===== src/rtl/store_sig_monitor.sv =====
// store_sig_monitor: watches the data-memory store bus beside Dmem.
// Stores into the signature window are queued in a small FIFO and drained
// through a valid/ready port. A store to the halt address, or the cycle
// budget running out, ends the run. The block then reports done once every
// queued word has been consumed.

module store_sig_monitor #(
    parameter int unsigned          DATA_W    = 32,
    parameter int unsigned          ADDR_W    = 32,
    parameter logic [ADDR_W-1:0]    SIG_BASE  = 32'h00000F00,
    parameter int unsigned          SIG_WORDS = 1,
    parameter logic [ADDR_W-1:0]    HALT_ADDR = 32'hCAFEBEEF,
    parameter int unsigned          DEPTH     = 16,
    parameter int unsigned          TIMEOUT   = 5000
) (
    input  logic              clk,
    input  logic              rst,
    input  logic              st_en,
    input  logic [ADDR_W-1:0] st_addr,
    input  logic [DATA_W-1:0] st_data,
    output logic              sig_valid,
    output logic [DATA_W-1:0] sig_data,
    input  logic              sig_ready,
    output logic              done,
    output logic              halted,
    output logic              timed_out,
    output logic              overflow,
    output logic [31:0]       cycle_count,
    output logic [15:0]       sig_count
);

    // FIFO pointers carry one extra wrap bit so full and empty are distinct.
    localparam int unsigned       PTR_W          = $clog2(DEPTH);
    localparam logic [PTR_W:0]    PTR_ONE        = (PTR_W + 1)'(1);
    // Window size in bytes, one bit wider than an address so the top of the
    // address space cannot wrap the comparison.
    localparam logic [ADDR_W:0]   SIG_SPAN       = (ADDR_W + 1)'(SIG_WORDS * 4);
    localparam logic [31:0]       LAST_RUN_CYCLE = 32'(TIMEOUT - 1);
    localparam logic [31:0]       CYCLE_MAX      = 32'hFFFF_FFFF;
    localparam logic [15:0]       SIG_MAX        = 16'hFFFF;

    typedef enum logic [1:0] {
        RUN   = 2'd0,
        DRAIN = 2'd1,
        DONE  = 2'd2
    } state_t;

    state_t state;
    state_t state_next;

    logic                 set_halted;
    logic                 set_timed_out;

    logic [ADDR_W-1:0]    sig_offset;
    logic                 sig_hit;
    logic                 halt_hit;

    logic [DATA_W-1:0]    mem [DEPTH];
    logic [PTR_W:0]       wr_ptr;
    logic [PTR_W:0]       rd_ptr;
    logic                 fifo_empty;
    logic                 fifo_full;

    logic                 push_req;
    logic                 push;
    logic                 pop;
    logic                 drop;

    // Decode the store bus: window hits must be word aligned, halt is an exact match.
    always_comb begin
        sig_offset = st_addr - SIG_BASE;
        sig_hit    = st_en
                     && (st_addr >= SIG_BASE)
                     && ({1'b0, sig_offset} < SIG_SPAN)
                     && (st_addr[1:0] == 2'b00);
        halt_hit   = st_en && (st_addr == HALT_ADDR);
    end

    // FIFO status and handshake; a push into a full FIFO still succeeds when
    // the head leaves in the same cycle, since that slot is being freed.
    always_comb begin
        fifo_empty = (wr_ptr == rd_ptr);
        fifo_full  = (wr_ptr[PTR_W] != rd_ptr[PTR_W])
                     && (wr_ptr[PTR_W-1:0] == rd_ptr[PTR_W-1:0]);
        pop        = !fifo_empty && sig_ready;
        push_req   = (state == RUN) && sig_hit;
        push       = push_req && (!fifo_full || pop);
        drop       = push_req && fifo_full && !pop;
    end

    assign sig_valid = !fifo_empty;
    assign sig_data  = fifo_empty ? '0 : mem[rd_ptr[PTR_W-1:0]];
    assign done      = (state == DONE);

    // Next-state decode: halt beats the timeout when both land in the same cycle.
    always_comb begin
        state_next    = state;
        set_halted    = 1'b0;
        set_timed_out = 1'b0;
        case (state)
            RUN: begin
                if (halt_hit) begin
                    state_next = DRAIN;
                    set_halted = 1'b1;
                end else if (cycle_count == LAST_RUN_CYCLE) begin
                    state_next    = DRAIN;
                    set_timed_out = 1'b1;
                end
            end
            DRAIN: begin
                if (fifo_empty) begin
                    state_next = DONE;
                end
            end
            DONE: begin
                state_next = DONE;
            end
            default: begin
                state_next = RUN;
            end
        endcase
    end

    // State register plus the sticky end-of-test flags that ride with it.
    always_ff @(posedge clk or negedge rst) begin
        if (!rst) begin
            state     <= RUN;
            halted    <= 1'b0;
            timed_out <= 1'b0;
        end else begin
            state <= state_next;
            if (set_halted) begin
                halted <= 1'b1;
            end
            if (set_timed_out) begin
                timed_out <= 1'b1;
            end
        end
    end

    // FIFO pointers; their width makes the wrap at DEPTH implicit.
    always_ff @(posedge clk or negedge rst) begin
        if (!rst) begin
            wr_ptr <= '0;
            rd_ptr <= '0;
        end else begin
            if (push) begin
                wr_ptr <= wr_ptr + PTR_ONE;
            end
            if (pop) begin
                rd_ptr <= rd_ptr + PTR_ONE;
            end
        end
    end

    // FIFO storage needs no reset: sig_data is forced to zero while empty.
    always_ff @(posedge clk) begin
        if (push) begin
            mem[wr_ptr[PTR_W-1:0]] <= st_data;
        end
    end

    // Saturating run-cycle and accepted-signature counters plus sticky overflow.
    always_ff @(posedge clk or negedge rst) begin
        if (!rst) begin
            cycle_count <= '0;
            sig_count   <= '0;
            overflow    <= 1'b0;
        end else begin
            if ((state == RUN) && (cycle_count != CYCLE_MAX)) begin
                cycle_count <= cycle_count + 32'd1;
            end
            if (push && (sig_count != SIG_MAX)) begin
                sig_count <= sig_count + 16'd1;
            end
            if (drop) begin
                overflow <= 1'b1;
            end
        end
    end

endmodule


===== config.mk =====
export PLATFORM = sky130hd
export DESIGN_NAME = store_sig_monitor
export DESIGN_NICKNAME = d
export VERILOG_FILES = /design/src/rtl/store_sig_monitor.sv
export SDC_FILE = /design/constraint.sdc
export NUM_CORES = 1
export LEC_CHECK = 0
export ABC_AREA = 0
export CORE_UTILIZATION = 25
export DETAILED_ROUTE_END_ITERATION = 7
export GPL_ROUTABILITY_DRIVEN = 0
export GPL_TIMING_DRIVEN = 0
export HOLD_SLACK_MARGIN = 0.1
export PLACE_DENSITY = 0.49
export SLEW_MARGIN = 20
export SYNTH_ARGS = -nofsm -noshare
export SYNTH_HDL_FRONTEND = slang
export SYNTH_SLANG_ARGS = --single-unit

===== constraint.sdc =====
create_clock -name clk -period 10.44 [get_ports clk]
set_clock_uncertainty 0.05 [all_clocks]
set_input_delay 1.566 -clock clk [delete_from_list [all_inputs] [get_ports clk]]
set_output_delay 1.566 -clock clk [all_outputs]
set_load 0.03 [all_outputs]

## Yosys cells after proc, flatten, opt, wreduce, memory -nomap -nowiden

Memory sizes are Yosys's and may differ from the RTL's.
Index checks and enable logic that the tools add are counted.

- Register bits: 63
- Bits in writable memories: 512
- Bits of input ports: 68
- Output and inout port bits: 85
- Word-level logic and storage cells: 58
- Memories: 1

- $add $sub $neg: 5
- Order comparisons: 2
- Equality and inequality tests: 11
- Multiplexer cells: 12
- Reduce and logical (&&, ||, !) cells: 19

Memories:

| memory | words | width | rd ports | clocked after memory_dff | wr ports | line | source |
|---|---|---|---|---|---|---|---|
| mem | 16 | 32 | 1 | 0 | 1 | 58 | `logic [DATA_W-1:0] mem [DEPTH];` |

Operator list:

| cell | number |
|---|---|
| 32-bit by 1-bit adder with 32-bit output (second input constant) | 1 |
| 32-bit by 13-bit == test with 1-bit output (second input constant) | 1 |
| 32-bit == test (second input constant) | 1 |
| 32-bit by 12-bit >= comparator with 1-bit output (second input constant) | 1 |
| 32-bit by 3-bit < comparator with 1-bit output (second input constant) | 1 |
| 32-bit 2-to-1 mux | 1 |
| 32-bit inequality test (second input constant) | 1 |
| 32-bit by 12-bit subtractor with 32-bit output (second input constant) | 1 |
| 16-bit by 1-bit adder with 16-bit output (second input constant) | 1 |
| 16-bit inequality test (second input constant) | 1 |
| 1-bit logical AND | 12 |
| 5-bit by 1-bit adder with 5-bit output (second input constant) | 2 |
| 1-bit 2-to-1 mux | 7 |
| 2-bit 2-to-1 mux | 3 |
| 2-bit case mux with 3 select lines | 1 |
| 5-bit == test | 1 |
| 4-bit == test | 1 |
| 2-bit zero test | 2 |
| 1-bit zero test | 3 |
| 3-bit by 2-bit inequality test with 1-bit output (second input constant) | 1 |
| 2-bit by 1-bit == test with 1-bit output (second input constant) | 1 |
| 2-bit == test (second input constant) | 1 |
| 2-bit inequality test (second input constant) | 1 |
| 2-bit AND reduction | 1 |
| other kinds (2) | 2 |

## Logic depth before layout (Yosys ltp)

- Depth in word-level cells: 8
- Mapped depth: 11
- Mapped depth without buffers: 8

## Least setup slack after synthesis

No wires, ideal clock.

- Kind: in2reg
- Start point: input port st_addr[24]
- End point: memory mem[0][0], enable pin
- Library setup time: 461 ps
- Arrival: 5059 ps
- Required time: 9929 ps
- Slack: 4870 ps
- Stages: 8
- Buffers on the path: 2
- Cells stage by stage: nor4_2 nand4b_1 a311oi_1 and4_1 buf_2 buf_2 nand2_1 nor3_1

- Cells in the longest elaborated chain, start to end: 8
- Elaborated cells between the ends (all ways): 10
- Those cells by class: add/sub: 1; order compare: 2; mux: 2; reduce/logical: 5

RTL lines:

| item | line | source |
|---|---|---|
| start: declaration | 19 | `input logic [ADDR_W-1:0] st_addr,` |
| 32-bit by 12-bit subtractor with 32-bit output or 32-bit by 12-bit >= comparator with 1-bit output (tied branches) | 71, 73 |  |
| 32-bit by 3-bit < comparator with 1-bit output or 1-bit logical AND (tied branches) | 74, 73 |  |
| 1-bit logical AND (*) | 74 | `&& ({1'b0, sig_offset} < SIG_SPAN)` |
| 1-bit logical AND (*) | 75 | `&& (st_addr[1:0] == 2'b00);` |
| 1-bit logical AND (*) | 86 | `push_req = (state == RUN) && sig_hit;` |
| 1-bit logical AND (*) | 87 | `push = push_req && (!fifo_full \|\| pop);` |
| 1-bit 2-to-1 mux (*) | 158 | `if (push) begin` |
| 1-bit 2-to-1 mux (not written as such) (*) | 159 | `mem[wr_ptr[PTR_W-1:0]] <= st_data;` |
| end: declaration | 58 |  |

Every way passes the cells marked *; elsewhere a longest branch is shown, timed or not.

## Final worst setup path

- Start point: register rd_ptr[1]
- End point: output port sig_data[29]

- Cells in the longest elaborated chain, start to end: 2
- Elaborated cells between the ends (all ways): 3
- Those cells by class: eq/ne: 1; mux: 1; memory: 1

RTL lines:

| item | line | source |
|---|---|---|
| start: declaration | 60 | `logic [PTR_W:0] rd_ptr;` |
| start signal: assignment | 151 | `rd_ptr <= rd_ptr + PTR_ONE;` |
| memory read 16 x 32 bit or 5-bit == test (tied branches) | n/a |  |
| 32-bit 2-to-1 mux (*) | 92 | `assign sig_data = fifo_empty ? '0 : mem[rd_ptr[PTR_W-1:0]];` |
| end: declaration | 22 | `output logic [DATA_W-1:0] sig_data,` |

Marks and branches as above.

==> flow_metrics.tcl <==
set metrics [dict create \
    synth_seq_cells 575 \
    syn-instance-count 1102 \
    whs_ns 0.4165 \
    status "finished, final reports clean" \
    die_x_um 305.4 \
    critPathRequiredTime_ns 8.82 \
    syn_to_final_growth_pct 22.22 \
    wire_per_inst_um 22.60 \
    rows 110 \
    wl_met2_um 28820 \
    drt_iter0_drc 874 \
    reg2reg_depth 13 \
    worstSkewPairLatency_ns 0.62 \
    timing.final.crit_period_ns 6.002 \
    core_um2 90560 \
    p_seq_share_pct 38.1 \
    start_util_pct 25.41 \
    dr_wl_met3_um 2340 \
    synth-edff-count 512 \
    cap_violations 0 \
    place_hpwl_um 35620 \
    worst_slew_pin_slew_ns 1.029 \
    synth_seq_area_share_pct 73.67 \
    ctsHoldBuffers 0 \
    p_int_mw 4.621 \
    yosys_warnings 0 \
    ctsLongestPathBuffers 3 \
    diodes 0 \
    total_power_mw 6.621 \
    io_pins 153 \
    cts_setup_buffers 0 \
    die-area_um2 93260 \
    nets 1416 \
    max_freq_ghz 0.1666 \
    viasPerCell 4.456 \
    min_path_cells 1 \
    drc 0 \
    hold_path.startpoint "halted" \
    grt_use_total_pct 12.39 \
    final.setup.tns_ns 0 \
    m1WireLength_um 25460 \
    ctsResizeCount 0 \
    syn_area_per_cell_um2 20.88 \
    cts_made_buffers 59 \
    grt_pass1_vias 12375 \
    clock-root-buffer "clkbuf_16" \
    drive_gt1_share_pct 24.19 \
    swShare_pct 30.21 \
    leakagePower_nw 9.097 \
    antenna_found_initial 3 \
    cts.sinks 575 \
    critPathMaxFanout 10 \
    top_layer "met5" \
    setup_viol 0 \
    power.switching_mw 2.001 \
    critPathLaunch "rd_ptr[1]" \
    crit_type "register to output port" \
    hold_viol 0 \
    cts_tree "yes" \
    asyncSetResetFlopFracSynth_pct 10.96 \
    grt_max_degree 34 \
    slew_viol_final 0 \
    synth_nets 1180 \
    hp-class "register to register" \
    totalWireLength_um 57880 \
    synth_cell_type_count 55 \
    max-vdd-ir-drop_v 0.0002084 \
    syn_area_um2 23010 \
    regArea_um2 16950 \
    comb_power_share_pct 31.3 \
    die_h_um 305.4 \
    power.density_nw_per_um2 235.4 \
    antenna_left 0 \
    netlist.area_leader.share_pct 66.82 \
    portBuffers 152 \
    fillers 8776 \
    crit_path_end_kind "output port" \
    drt_pass1_iterations 5 \
    relSlewSlack_pct 31.37 \
    rsz0062_at_grt "false" \
    synth_area_leaders "edfxtp_1, mux4_2, dfrtp_1" \
    period_share_pct 57.49 \
    yosysTopAreaCell "edfxtp_1" \
    r2r-start "state[0]" \
    cts_max_level 2 \
    multi_input_area_um2 5856 \
    vias 11412 \
    ys.flop_type "edfxtp_1" \
    grt_pass1_wl_um 84350 \
    critPathArrivalTime_ns 4.39 \
    cp-start-kind "register" \
    grt_overflow 0 \
    p_clk_share_pct 30.6 \
    path_clk_slew_ns 0.06 \
]
## power groups by stage
stage / combinational [mW] / clock (mW) / sequential [mW]
after floorplan: 1.33 / 0 / 2.57
final: 2.07 / 2.03 / 2.52
after detailed placement: 2.13 / 0 / 2.57
after global routing: 2.21 / 2.17 / 2.52
after global placement: 2.12 / 0 / 2.57
after CTS: 2.14 / 2.08 / 2.52
## cell usage after synthesis, types with 5 or more instances
cell type and number:
xor2_1 26, buf_2 21, xnor2_1 30, and4_1 6, nand2_1 35, dfrtp_1 63, nor2_1 14, buf_1 9
and3_1 26, nor3_1 17, mux4_2 160, a21oi_1 5, nor2b_1 36, inv_1 10, ha_1 10, nor4_1 10
nand3_1 16, clkbuf_1 16, edfxtp_1 512, nand4_1 22
## critical path: stages (launching register included)
cell and delay, ns:
dfrtp_1 0.36, clkbuf_1 0.42, clkbuf_1 0.49, buf_1 0.75, mux4_2 0.42, mux4_2 0.45
nor2b_1 0.21, clkdlybuf4s50_1 0.68
## per-stage QoR
step | worst slack (ns) | utilization (%) | instance area (µm²) | std cells
final | 4.438 | 31.05 | 28120 | 2561
after global routing | 4.232 | 31.05 | 28120 | 2561
after CTS | 4.306 | 31.05 | 28120 | 2561
after detailed placement | 4.961 | 29.01 | 26270 | 2453
after global placement | 0.7968 | 28.71 | 26000 | 2430
after floorplan | 4.870 | - | 23010 | 1102
## metal layers
layer  vias up  track usage (%)
li1       5029                -
met1      6080            16.27
met2       233            21.06
met3        64            2.087
met4         6            3.412
met5         -                0
## kinds of logic (layout without fill, tap and decap cells)
kind of cell               after synthesis  in the layout  synth area share [%]
DFF                                    575            575                 73.67
muxes                                  165            165                 15.90
AOI/OAI and AO/OA                       23             23                0.7939
xor gates and xnor gates                56             56                 2.132
and+or+nand+nor                        212            212                 5.731
buffers and inverters                   61            344                 1.229
adders and majority gates               10             10                0.5438
## path summary, 6_finish.rpt
check                                  end  slack (ns)
max                           sig_data[29]        4.44
min in group asynchronous  cycle_count[22]        0.82
min                                 halted        0.42
max reg2reg                      mem[1][9]        6.78
max in group asynchronous        wr_ptr[0]        8.92
min reg2reg                         halted        0.42
## area by class of cell
class | instances | share of cell area (%)
plain buffers | 51 | 0.8809
clock buffers | 70 | 5.397
repair buffers | 175 | 6.073
well taps | 1176 | 5.232
clock inverters | 38 | 1.188
flip-flops and latches | 575 | 60.28
multi-input cells | 466 | 20.82
inverters | 10 | 0.1335
## sequential cells by signal, indices dropped and copies added (netlist names)
signal       count
sig_count       16
timed_out        1
halted           1
rd_ptr           5
cycle_count     32
mem            512
overflow         1
wr_ptr           5
state            2
## layout by cell type, fill, tap and decap left out, types with 5 or more instances in the layout
cell type,netlist,routed
nor2b_1,36,36
clkdlybuf4s50_1,0,151
inv_1,10,10
nor2_1,14,14
edfxtp_1,512,512
buf_2,21,23
clkinv_2,0,11
nand3_1,16,16
and4_1,6,6
clkbuf_1,16,27
nor3_1,17,13
and3_4,0,12
ha_1,10,10
and3_1,26,14
clkbuf_16,0,59
dfrtp_1,63,63
nand2_1,35,35
nor3_2,1,5
a21oi_1,5,5
xor2_1,26,26
mux4_2,160,160
buf_1,9,7
clkinv_1,0,16
buf_4,1,23
nor4_1,10,10
xnor2_1,30,30
nand4_1,22,22
No activity file was read; power rests on OpenSTA's default activity.
